--- config.mk ---
export PLATFORM = sky130hd
export DESIGN_NAME = alu_bist_ctrl
export DESIGN_NICKNAME = d
export VERILOG_FILES = /design/src/rtl/alu_bist_pkg.sv /design/src/rtl/bist_lfsr16.sv /design/src/rtl/alu_bist_ctrl.sv
export SDC_FILE = /design/constraint.sdc
export NUM_CORES = 1
export LEC_CHECK = 0
export CAP_MARGIN = 40
export CORE_ASPECT_RATIO = 0.75
export CORE_MARGIN = 2
export CORE_UTILIZATION = 30
export CTS_CLUSTER_SIZE = 10
export DETAILED_ROUTE_END_ITERATION = 8
export PLACE_DENSITY = 0.55
export SYNTH_ARGS = -nofsm -noshare
export SYNTH_HDL_FRONTEND = slang
export SYNTH_SLANG_ARGS = --single-unit
--- constraint.sdc ---
create_clock -name clk -period 3.3 [get_ports clk]
set_input_delay 0.99 -clock clk [delete_from_list [all_inputs] [get_ports clk]]
set_output_delay 0.99 -clock clk [all_outputs]
set_load 0.03 [all_outputs]
--- src/rtl/alu_bist_pkg.sv ---
// Shared definitions for the ALU built-in self-test controller:
// FSM encoding, LFSR/MISR polynomials, ALU opcodes and the MISR step.
package alu_bist_pkg;

  typedef enum logic [1:0] {
    ST_IDLE   = 2'b00,
    ST_WAIT   = 2'b01,
    ST_SAMPLE = 2'b10,
    ST_DONE   = 2'b11
  } bist_state_t;

  localparam logic [15:0] LFSR_TAPS = 16'hB400;
  localparam logic [31:0] MISR_POLY = 32'h04C11DB7;

  localparam logic [2:0] OP_ADD = 3'b000;
  localparam logic [2:0] OP_MUL = 3'b001;
  localparam logic [2:0] OP_AND = 3'b010;
  localparam logic [2:0] OP_OR  = 3'b011;
  localparam logic [2:0] OP_DIV = 3'b100;
  localparam logic [2:0] OP_AGB = 3'b101;
  localparam logic [2:0] OP_BGA = 3'b110;
  localparam logic [2:0] OP_SLL = 3'b111;

  // One MISR compression step: shift left, fold back the polynomial, absorb data.
  function automatic logic [31:0] misr_next(input logic [31:0] sig, input logic [31:0] data);
    return {sig[30:0], 1'b0} ^ (sig[31] ? MISR_POLY : 32'h0) ^ data;
  endfunction

endpackage

--- src/rtl/bist_lfsr16.sv ---
// 16-bit right-shifting Galois LFSR used as a pseudo-random operand source.
module bist_lfsr16
  import alu_bist_pkg::*;
(
  input  logic        clk,
  input  logic        rst,
  input  logic        load,
  input  logic [15:0] seed,
  input  logic        step,
  output logic [15:0] q
);

  // An all-zero state would lock up the register, so a zero seed loads 1.
  always_ff @(posedge clk) begin
    if (rst) begin
      q <= '0;
    end else if (load) begin
      q <= (seed == 16'h0000) ? 16'h0001 : seed;
    end else if (step) begin
      q <= (q >> 1) ^ (q[0] ? LFSR_TAPS : 16'h0000);
    end
  end

endmodule

--- src/rtl/alu_bist_ctrl.sv ---
// BIST controller for ALU_Main: drives pseudo-random operands through all
// opcodes, compresses results and flags into a MISR and compares to a golden value.
module alu_bist_ctrl
  import alu_bist_pkg::*;
#(
  parameter int          NUM_VECTORS   = 256,
  parameter int          SETTLE_CYCLES = 1,
  parameter logic [15:0] SEED_A        = 16'hACE1,
  parameter logic [15:0] SEED_B        = 16'h1D2B,
  parameter logic [31:0] GOLDEN_SIG    = 32'h00000000
) (
  input  logic        clk,
  input  logic        rst,
  input  logic        start,
  output logic        busy,
  output logic        done,
  output logic        pass,
  output logic [31:0] sig_out,
  output logic [15:0] vec_count,
  output logic [15:0] alu_d_in_1,
  output logic [15:0] alu_d_in_2,
  output logic [2:0]  alu_op,
  input  logic [31:0] alu_d_out,
  input  logic        alu_z_flag,
  input  logic        alu_a_grt_b,
  input  logic        alu_b_grt_a
);

  localparam logic [16:0] LAST_COUNT  = 17'(NUM_VECTORS);
  localparam logic [31:0] SETTLE_LOAD = 32'(SETTLE_CYCLES - 1);

  bist_state_t state;
  logic [31:0] settle_cnt;
  logic [31:0] misr;
  logic [31:0] sample_data;
  logic [31:0] misr_new;
  logic        start_ok;
  logic        last_vec;
  logic        lfsr_load;
  logic        lfsr_step;

  assign start_ok    = start && ((state == ST_IDLE) || (state == ST_DONE));
  assign last_vec    = (({1'b0, vec_count} + 17'd1) == LAST_COUNT);
  assign sample_data = alu_d_out ^ {29'b0, alu_z_flag, alu_a_grt_b, alu_b_grt_a};
  assign misr_new    = misr_next(misr, sample_data);
  assign lfsr_load   = start_ok;
  assign lfsr_step   = (state == ST_SAMPLE) && !last_vec;
  assign sig_out     = misr;

  bist_lfsr16 u_lfsr_a (
    .clk  (clk),
    .rst  (rst),
    .load (lfsr_load),
    .seed (SEED_A),
    .step (lfsr_step),
    .q    (alu_d_in_1)
  );

  bist_lfsr16 u_lfsr_b (
    .clk  (clk),
    .rst  (rst),
    .load (lfsr_load),
    .seed (SEED_B),
    .step (lfsr_step),
    .q    (alu_d_in_2)
  );

  // Each vector is held for SETTLE_CYCLES in WAIT, then captured on the SAMPLE edge.
  always_ff @(posedge clk) begin
    if (rst) begin
      state      <= ST_IDLE;
      busy       <= 1'b0;
      done       <= 1'b0;
      pass       <= 1'b0;
      misr       <= '0;
      vec_count  <= '0;
      alu_op     <= OP_ADD;
      settle_cnt <= '0;
    end else begin
      case (state)
        ST_IDLE, ST_DONE: begin
          if (start) begin
            misr       <= '0;
            vec_count  <= '0;
            alu_op     <= OP_ADD;
            busy       <= 1'b1;
            done       <= 1'b0;
            pass       <= 1'b0;
            settle_cnt <= SETTLE_LOAD;
            state      <= ST_WAIT;
          end
        end
        ST_WAIT: begin
          if (settle_cnt == 32'd0) begin
            state <= ST_SAMPLE;
          end else begin
            settle_cnt <= settle_cnt - 32'd1;
          end
        end
        ST_SAMPLE: begin
          misr      <= misr_new;
          vec_count <= vec_count + 16'd1;
          if (last_vec) begin
            busy  <= 1'b0;
            done  <= 1'b1;
            pass  <= (misr_new == GOLDEN_SIG);
            state <= ST_DONE;
          end else begin
            alu_op     <= vec_count[2:0] + 3'd1;
            settle_cnt <= SETTLE_LOAD;
            state      <= ST_WAIT;
          end
        end
        default: state <= ST_IDLE;
      endcase
    end
  end

endmodule
==> impl_metrics.py, run 1 <==
metrics = {
    "outcome": {
        "status": "finished clean",
    },
    "synth": {
        "ys_top_cells_by_count": "dfxtp_1 (120), nor2_1 (77), a21oi_1 (49), clkbuf_1 (37)",
        "synth-xor-area-share_pct": 8.24,
        "async_reset_ff_share_pct": 0,
        "syn-cell-area_um2": 6160,
        "synth_compound_gate_area_share_pct": 20.6,
        "ys_top_cells_by_area": "dfxtp_1 (39%), mux2i_1 (5.8%), nor2_1 (4.7%)",
        "synth_nets": 752,
        "synth_area_leader_cell": "dfxtp_1",
        "synthCells": 708,
        "synth-simple-area-share_pct": 20.6,
        "yosysSeqAreaShare_pct": 39.0,
        "synth-edff-count": 0,
        "ys_ff_latch": 120,
        "yosysUniqueCellTypes": 70,
        "synth_top_family_by_area": "compound AO/OA/AOI/OAI gates",
        "synthMuxAreaShare_pct": 6.03,
        "synth_flop_cell": "dfxtp_1",
        "yosysTopAreaCellShare_pct": 39.0,
        "yosysWarnings": 0,
        "yosysMostFrequentCell": "dfxtp_1",
        "synthAdderAreaFrac_pct": 1.22,
        "postSynthAreaPerCell_um2": 8.71,
    },
    "sta": {
        "clock_skew_ps": 9.62,
        "setup_viol": 0,
        "period_share_pct": 92.3,
        "finalHoldViolations": 0,
        "tns_ps": 0,
        "report.final.slew_viol_count": 0,
        "worst_pin_slew_ps": 906,
        "slew_headroom_pct": 39.1,
        "finalCriticalPeriod_ps": 3050,
        "fmax_ghz": 0.328,
        "rsz0062_at_grt": "no",
    },
    "worst_setup_path": {
        "worstSetupPathType": "flop to flop",
        "crit_path_max_fanout": 9,
        "arrival_ps": 3360,
        "required_ps": 3610,
        "cp_top_family": "simple AND/OR/NAND/NOR gates",
        "cp_common_cell": "nor3_1",
        "critPathLaunch": "vec_count[0]",
        "cp_slowest_cell": "nor3_1",
        "cp_num_buf_inv": 1,
        "crit_path_cell_trace": "ha_1 > nand4_1 > nor3_1 > mux2i_1 > nand3_1 > nor3_1 > nor3_1 > buf_4 > a32o_1",
        "r2r-start": "vec_count[0]",
        "worstSetupEndpointType": "flop",
        "crit_path_start_kind": "flop",
        "max_stage_delay_ps": 720,
    },
    "placement": {
        "port-buffer-count": 123,
        "dp.cells": 1065,
        "gp_congestion": 0.867,
        "hpwl_mm": 13.8,
    },
    "clocking": {
        "clk_pin_slew_ps": 60,
        "postCtsSetupBuffers": 0,
        "root_buffer": "clkbuf_16",
        "cts.sinks": 120,
        "clock_latency_ps": 420,
        "clockBufferDepth": 2,
        "cts_hold_repair.buffers": 0,
        "htree_num_levels": 4,
        "cts_tree": "done",
        "ctsResizeCount": 0,
        "numCtsBuffers": 17,
    },
    "power": {
        "finalPower_w": 0.00874,
        "ir_drop_v": 0.000852,
        "p_leak_nw": 3.29,
        "p_per_area_nw_per_um2": 1050,
    },
    "grt": {
        "grtUsageTotal_pct": 17.7,
        "grt_pass1_wl_mm": 30.4,
        "grt_overflow": 0,
        "grt_start_max_net_pins": 47,
        "grt_pass1_vias": 5401,
        "antenna_found_initial": 0,
    },
    "detailed_routing": {
        "drtIter0Drc": 461,
        "wl_per_cell_um": 17.6,
        "wl_mm": 19.4,
        "dr.pass1.iters": 5,
        "vias": 5927,
        "antenna_left": 0,
        "vias_per_cell": 5.40,
        "drc_errors": 0,
    },
    "die": {
        "pin_count": 124,
        "chipHeight_um": 128,
        "die_w_um": 170,
        "initial_core_util_pct": 30.5,
        "die-area_um2": 21700,
        "core_area_um2": 20200,
        "fp-row-count": 45,
    },
    "flow_run": {
        "maxCapViolCount": 0,
    },
    "layout": {
        "drive_gt1_share_pct": 9.65,
        "final_nets": 870,
        "antennaDiodeCount": 0,
        "area_growth_pct": 35.1,
        "fin_cells": 1097,
    },
    "min_path": {
        "hold_class": "flop to flop",
        "holdCritStartpoint": "settle_cnt[30]",
    },
}
==> metal layers <==
layer / track usage (%) / routed length (um) / vias up
met5: 0 / 0 / -
met4: 5.83 / 304 / 0
met3: 4.57 / 1440 / 19
met2: 22.3 / 7540 / 237
met1: 28.0 / 10100 / 2804
li1: - / - / 2867
==> area by class of cell <==
cell class	count	area, um2
multi-input cells	528	3500
flip-flops and latches	120	2400
clock inverters	15	191
well taps	258	323
clock buffers	17	425
repair buffers	151	1460
fillers	2010	11900
inverters	8	30.0
==> flip-flops by register name, indices dropped and copies added (netlist names) <==
name        cells
alu_op          3
state           2
pass            1
vec_count      16
u_lfsr_a.q     16
done            1
sig_out        32
settle_cnt     32
busy            1
u_lfsr_b.q     16
==> through the flow <==
step	worst slack [ps]	hold slack (ps)	util, %	cell area (um2)
finish	255	468	41.2	8330
global route	46.6	497	41.2	8330
CTS	320	465	41.2	8330
detailed placement	199	455	38.2	7710
global placement	289	451	38.2	7710
floorplan	614	431	-	6160
==> power breakdown <==
part           switching, W  total (W)  internal, W
combinational       0.00318    0.00481      0.00163
sequential         0.000261    0.00197      0.00171
clock              0.000756    0.00196      0.00120
total               0.00420    0.00874      0.00454
==> placed cells by master (no fill, tap or decap), types with 4 or more instances in the layout <==
| master | count |
|---|---|
| nor2_1 | 76 |
| dfxtp_1 | 120 |
| and3_1 | 8 |
| nand4_1 | 12 |
| nand2_1 | 36 |
| o31a_1 | 6 |
| o311ai_0 | 11 |
| or3_1 | 12 |
| xnor2_1 | 30 |
| inv_1 | 8 |
| clkinv_4 | 6 |
| o21ai_0 | 24 |
| ha_1 | 6 |
| o31ai_1 | 12 |
| a22oi_1 | 33 |
| nor4_1 | 16 |
| clkdlybuf4s50_1 | 122 |
| inv_6 | 5 |
| buf_4 | 26 |
| o21a_1 | 4 |
| nor3_1 | 18 |
| nand3_1 | 22 |
| clkbuf_16 | 17 |
| or4_1 | 8 |
| a32o_1 | 5 |
| a31oi_1 | 6 |
| a211oi_1 | 6 |
| mux2i_1 | 36 |
| a21oi_1 | 49 |
| xor2_1 | 28 |
==> cells by family after synthesis <==
logic type,after synthesis
multiplexers,37
AO/OA/AOI/OAI,185
XOR/XNOR,58
flip-flops,120
adder cells (fa/ha/maj),6
buffers and inverters,60
AND/OR/NAND/NOR,242
==> tightest hold or removal path: stages (launching register included) <==
cell and delay [ps]:
dfxtp_1 310, nand2_1 50, o21ai_1 60
==> worst paths after layout <==
check	depth (start not counted)	slack (ps)	end
max reg2reg	9	250	settle_cnt[3]
min reg2reg	2	470	settle_cnt[30]
max	9	250	settle_cnt[3]
min	2	470	settle_cnt[30]
(Power assumes the default switching activity.)
==> run 2, diff against run 1 <==
--- a/config.mk
+++ b/config.mk
@@ -8,10 +8,10 @@
 export CAP_MARGIN = 40
 export CORE_ASPECT_RATIO = 0.75
 export CORE_MARGIN = 2
-export CORE_UTILIZATION = 30
+export CORE_UTILIZATION = 25
 export CTS_CLUSTER_SIZE = 10
 export DETAILED_ROUTE_END_ITERATION = 8
-export PLACE_DENSITY = 0.55
+export PLACE_DENSITY = 0.49
 export SYNTH_ARGS = -nofsm -noshare
 export SYNTH_HDL_FRONTEND = slang
 export SYNTH_SLANG_ARGS = --single-unit
==> impl_metrics.py, run 2 (synthesis gave the netlist of run 1 again) <==
metrics = {
    "outcome": {
        "status": "finished clean",
    },
    "detailed_routing": {
        "wl_per_cell_um": 17.0,
        "drc_errors": 0,
        "drtIter0Drc": 369,
        "wl_mm": 20.0,
        "antenna_left": 0,
        "dr.pass1.iters": 4,
        "vias": 5897,
        "vias_per_cell": 5.02,
    },
    "worst_setup_path": {
        "required_ps": 3620,
        "rr_worst_depth": 9,
        "crit_path_start_kind": "flop",
        "crit_path_max_fanout": 9,
        "rrSetupSlack_ps": 250,
        "r2r-start": "vec_count[0]",
        "arrival_ps": 3370,
        "critPathLaunch": "vec_count[0]",
        "worstSetupEndpointType": "flop",
        "worstSetupPathType": "flop to flop",
        "r2r_end": "settle_cnt[6]",
    },
    "power": {
        "p_per_area_nw_per_um2": 1040,
        "p_leak_nw": 3.31,
        "ir_drop_v": 0.000741,
    },
    "clocking": {
        "cts_tree": "done",
        "clk_pin_slew_ps": 60,
        "cts_hold_repair.buffers": 0,
        "numCtsBuffers": 17,
        "clock_latency_ps": 430,
        "htree_num_levels": 4,
        "ctsResizeCount": 0,
        "cts.sinks": 120,
        "root_buffer": "clkbuf_16",
        "postCtsSetupBuffers": 0,
        "clockBufferDepth": 2,
    },
    "min_path": {
        "holdPathEnd": "settle_cnt[30]",
        "holdCritStartpoint": "settle_cnt[30]",
        "hold_class": "flop to flop",
        "hold_depth": 2,
    },
    "die": {
        "chipHeight_um": 140,
        "fp-row-count": 49,
        "die-area_um2": 25900,
        "initial_core_util_pct": 25.6,
        "die_w_um": 185,
        "pin_count": 124,
        "core_area_um2": 24100,
    },
    "layout": {
        "mostFrequentLayoutCell": "clkdlybuf4s50_1",
        "area_growth_pct": 37.1,
        "final_nets": 875,
        "drive_gt1_share_pct": 10.2,
        "multiInputGateArea_um2": 3500,
        "antennaDiodeCount": 0,
        "fillCellCount": 2492,
        "seqCellArea_um2": 2400,
        "layout_common_cells": "clkdlybuf4s50_1 (122), dfxtp_1 (120), nor2_1 (76), a21oi_1 (49)",
    },
    "placement": {
        "hpwl_mm": 14.2,
        "port-buffer-count": 123,
        "gp_congestion": 0.776,
        "dpl_worst_slack_ps": 304,
    },
    "flow_run": {
        "maxCapViolCount": 0,
    },
    "sta": {
        "slew_headroom_pct": 41.5,
        "finalCriticalPeriod_ps": 3050,
        "setup_viol": 0,
        "report.final.slew_viol_count": 0,
        "finalHoldViolations": 0,
        "period_share_pct": 92.5,
        "worst_pin_slew_ps": 871,
        "tns_ps": 0,
        "fin_ws_ps": 248,
        "fmax_ghz": 0.328,
        "clock_skew_ps": 23.1,
        "rsz0062_at_grt": "no",
    },
    "grt": {
        "grtUsageTotal_pct": 15.6,
        "grt_start_max_net_pins": 86,
        "antenna_found_initial": 0,
        "grt_pass1_vias": 5409,
        "grt_pass1_wl_mm": 31.6,
        "grt_overflow": 0,
    },
}
-- run 2: changes by cell type in the layout (fill, tap and decap cells not counted), sizes merged --
cell,previous run,this run
buf,29,34
clkbuf,17,18
clkinvlp,0,3
bufinv,3,2
clkinv,7,1
inv,13,16
-- run 2: cell type report --
cell class                      count  share of cell area (%)
Sequential cell                   120                    28.4
Clock buffer                       18                    5.20
Inverter                            8                   0.355
Multi-Input combinational cell    528                    41.4
Timing Repair Buffer              156                    17.9
Tap cell                          331                    4.90
Clock inverter                     14                    1.89
-- run 2: metal layers --
layer	share of wire [%]	wire length, um	global-route usage (%)	up-vias
li1	-	-	-	2895
met1	53	10700	25.4	2793
met2	39	7850	19.4	199
met4	1.0	205	4.18	0
met3	6.4	1290	4.00	10
met5	0	0	0	-
-- run 2: worst max path at each step --
stage | slack (ps) | to | cells after the start
detailed placement | 300 | pass | 7
CTS | 300 | settle_cnt[6] | 9
global placement | 260 | pass | 7
floorplan | 610 | u_lfsr_a.q[0] | 10
finish | 250 | settle_cnt[6] | 9
global route | 60 | settle_cnt[2] | 9
-- run 2: per-stage QoR --
step                      power (W)  utilization [%]  hold WS (ps)  area (um2)  instances
after floorplan             0.00526                -           431        6160        708
after global placement      0.00685             32.6           456        7850       1143
after detailed placement    0.00677             32.6           454        7850       1143
after CTS                   0.00873             35.1           461        8450       1175
after global routing        0.00671             35.1           472        8450       1175
final                       0.00875             35.1           459        8450       1175
-- run 2: where the power goes --
group / internal [W] / switching [W] / total, W / leakage, nW
Sequential: 0.00171 / 0.000248 / 0.00195 / 0.973
Combinational: 0.00174 / 0.00316 / 0.00490 / 2.05
Clock: 0.00115 / 0.000748 / 0.00190 / 0.287
Total: 0.00459 / 0.00416 / 0.00875 / 3.31
-- run 2: critical path, stage by stage, from the launching register on --
cell and delay [ps]:
dfxtp_1 490, ha_1 230, nand4_1 150, nor3_1 330, mux2i_1 320, nand3_1 120
nor3_1 690, buf_4 290, nor2_1 110, a32o_1 220
==> run 3, diff against run 2 <==
--- a/config.mk
+++ b/config.mk
@@ -11,6 +11,7 @@
 export CORE_UTILIZATION = 25
 export CTS_CLUSTER_SIZE = 10
 export DETAILED_ROUTE_END_ITERATION = 8
+export HOLD_SLACK_MARGIN = 0.05
 export PLACE_DENSITY = 0.49
 export SYNTH_ARGS = -nofsm -noshare
 export SYNTH_HDL_FRONTEND = slang
==> results of run 3 <==
Same layout as run 2: the final DEF is identical, and so are final timing and power.
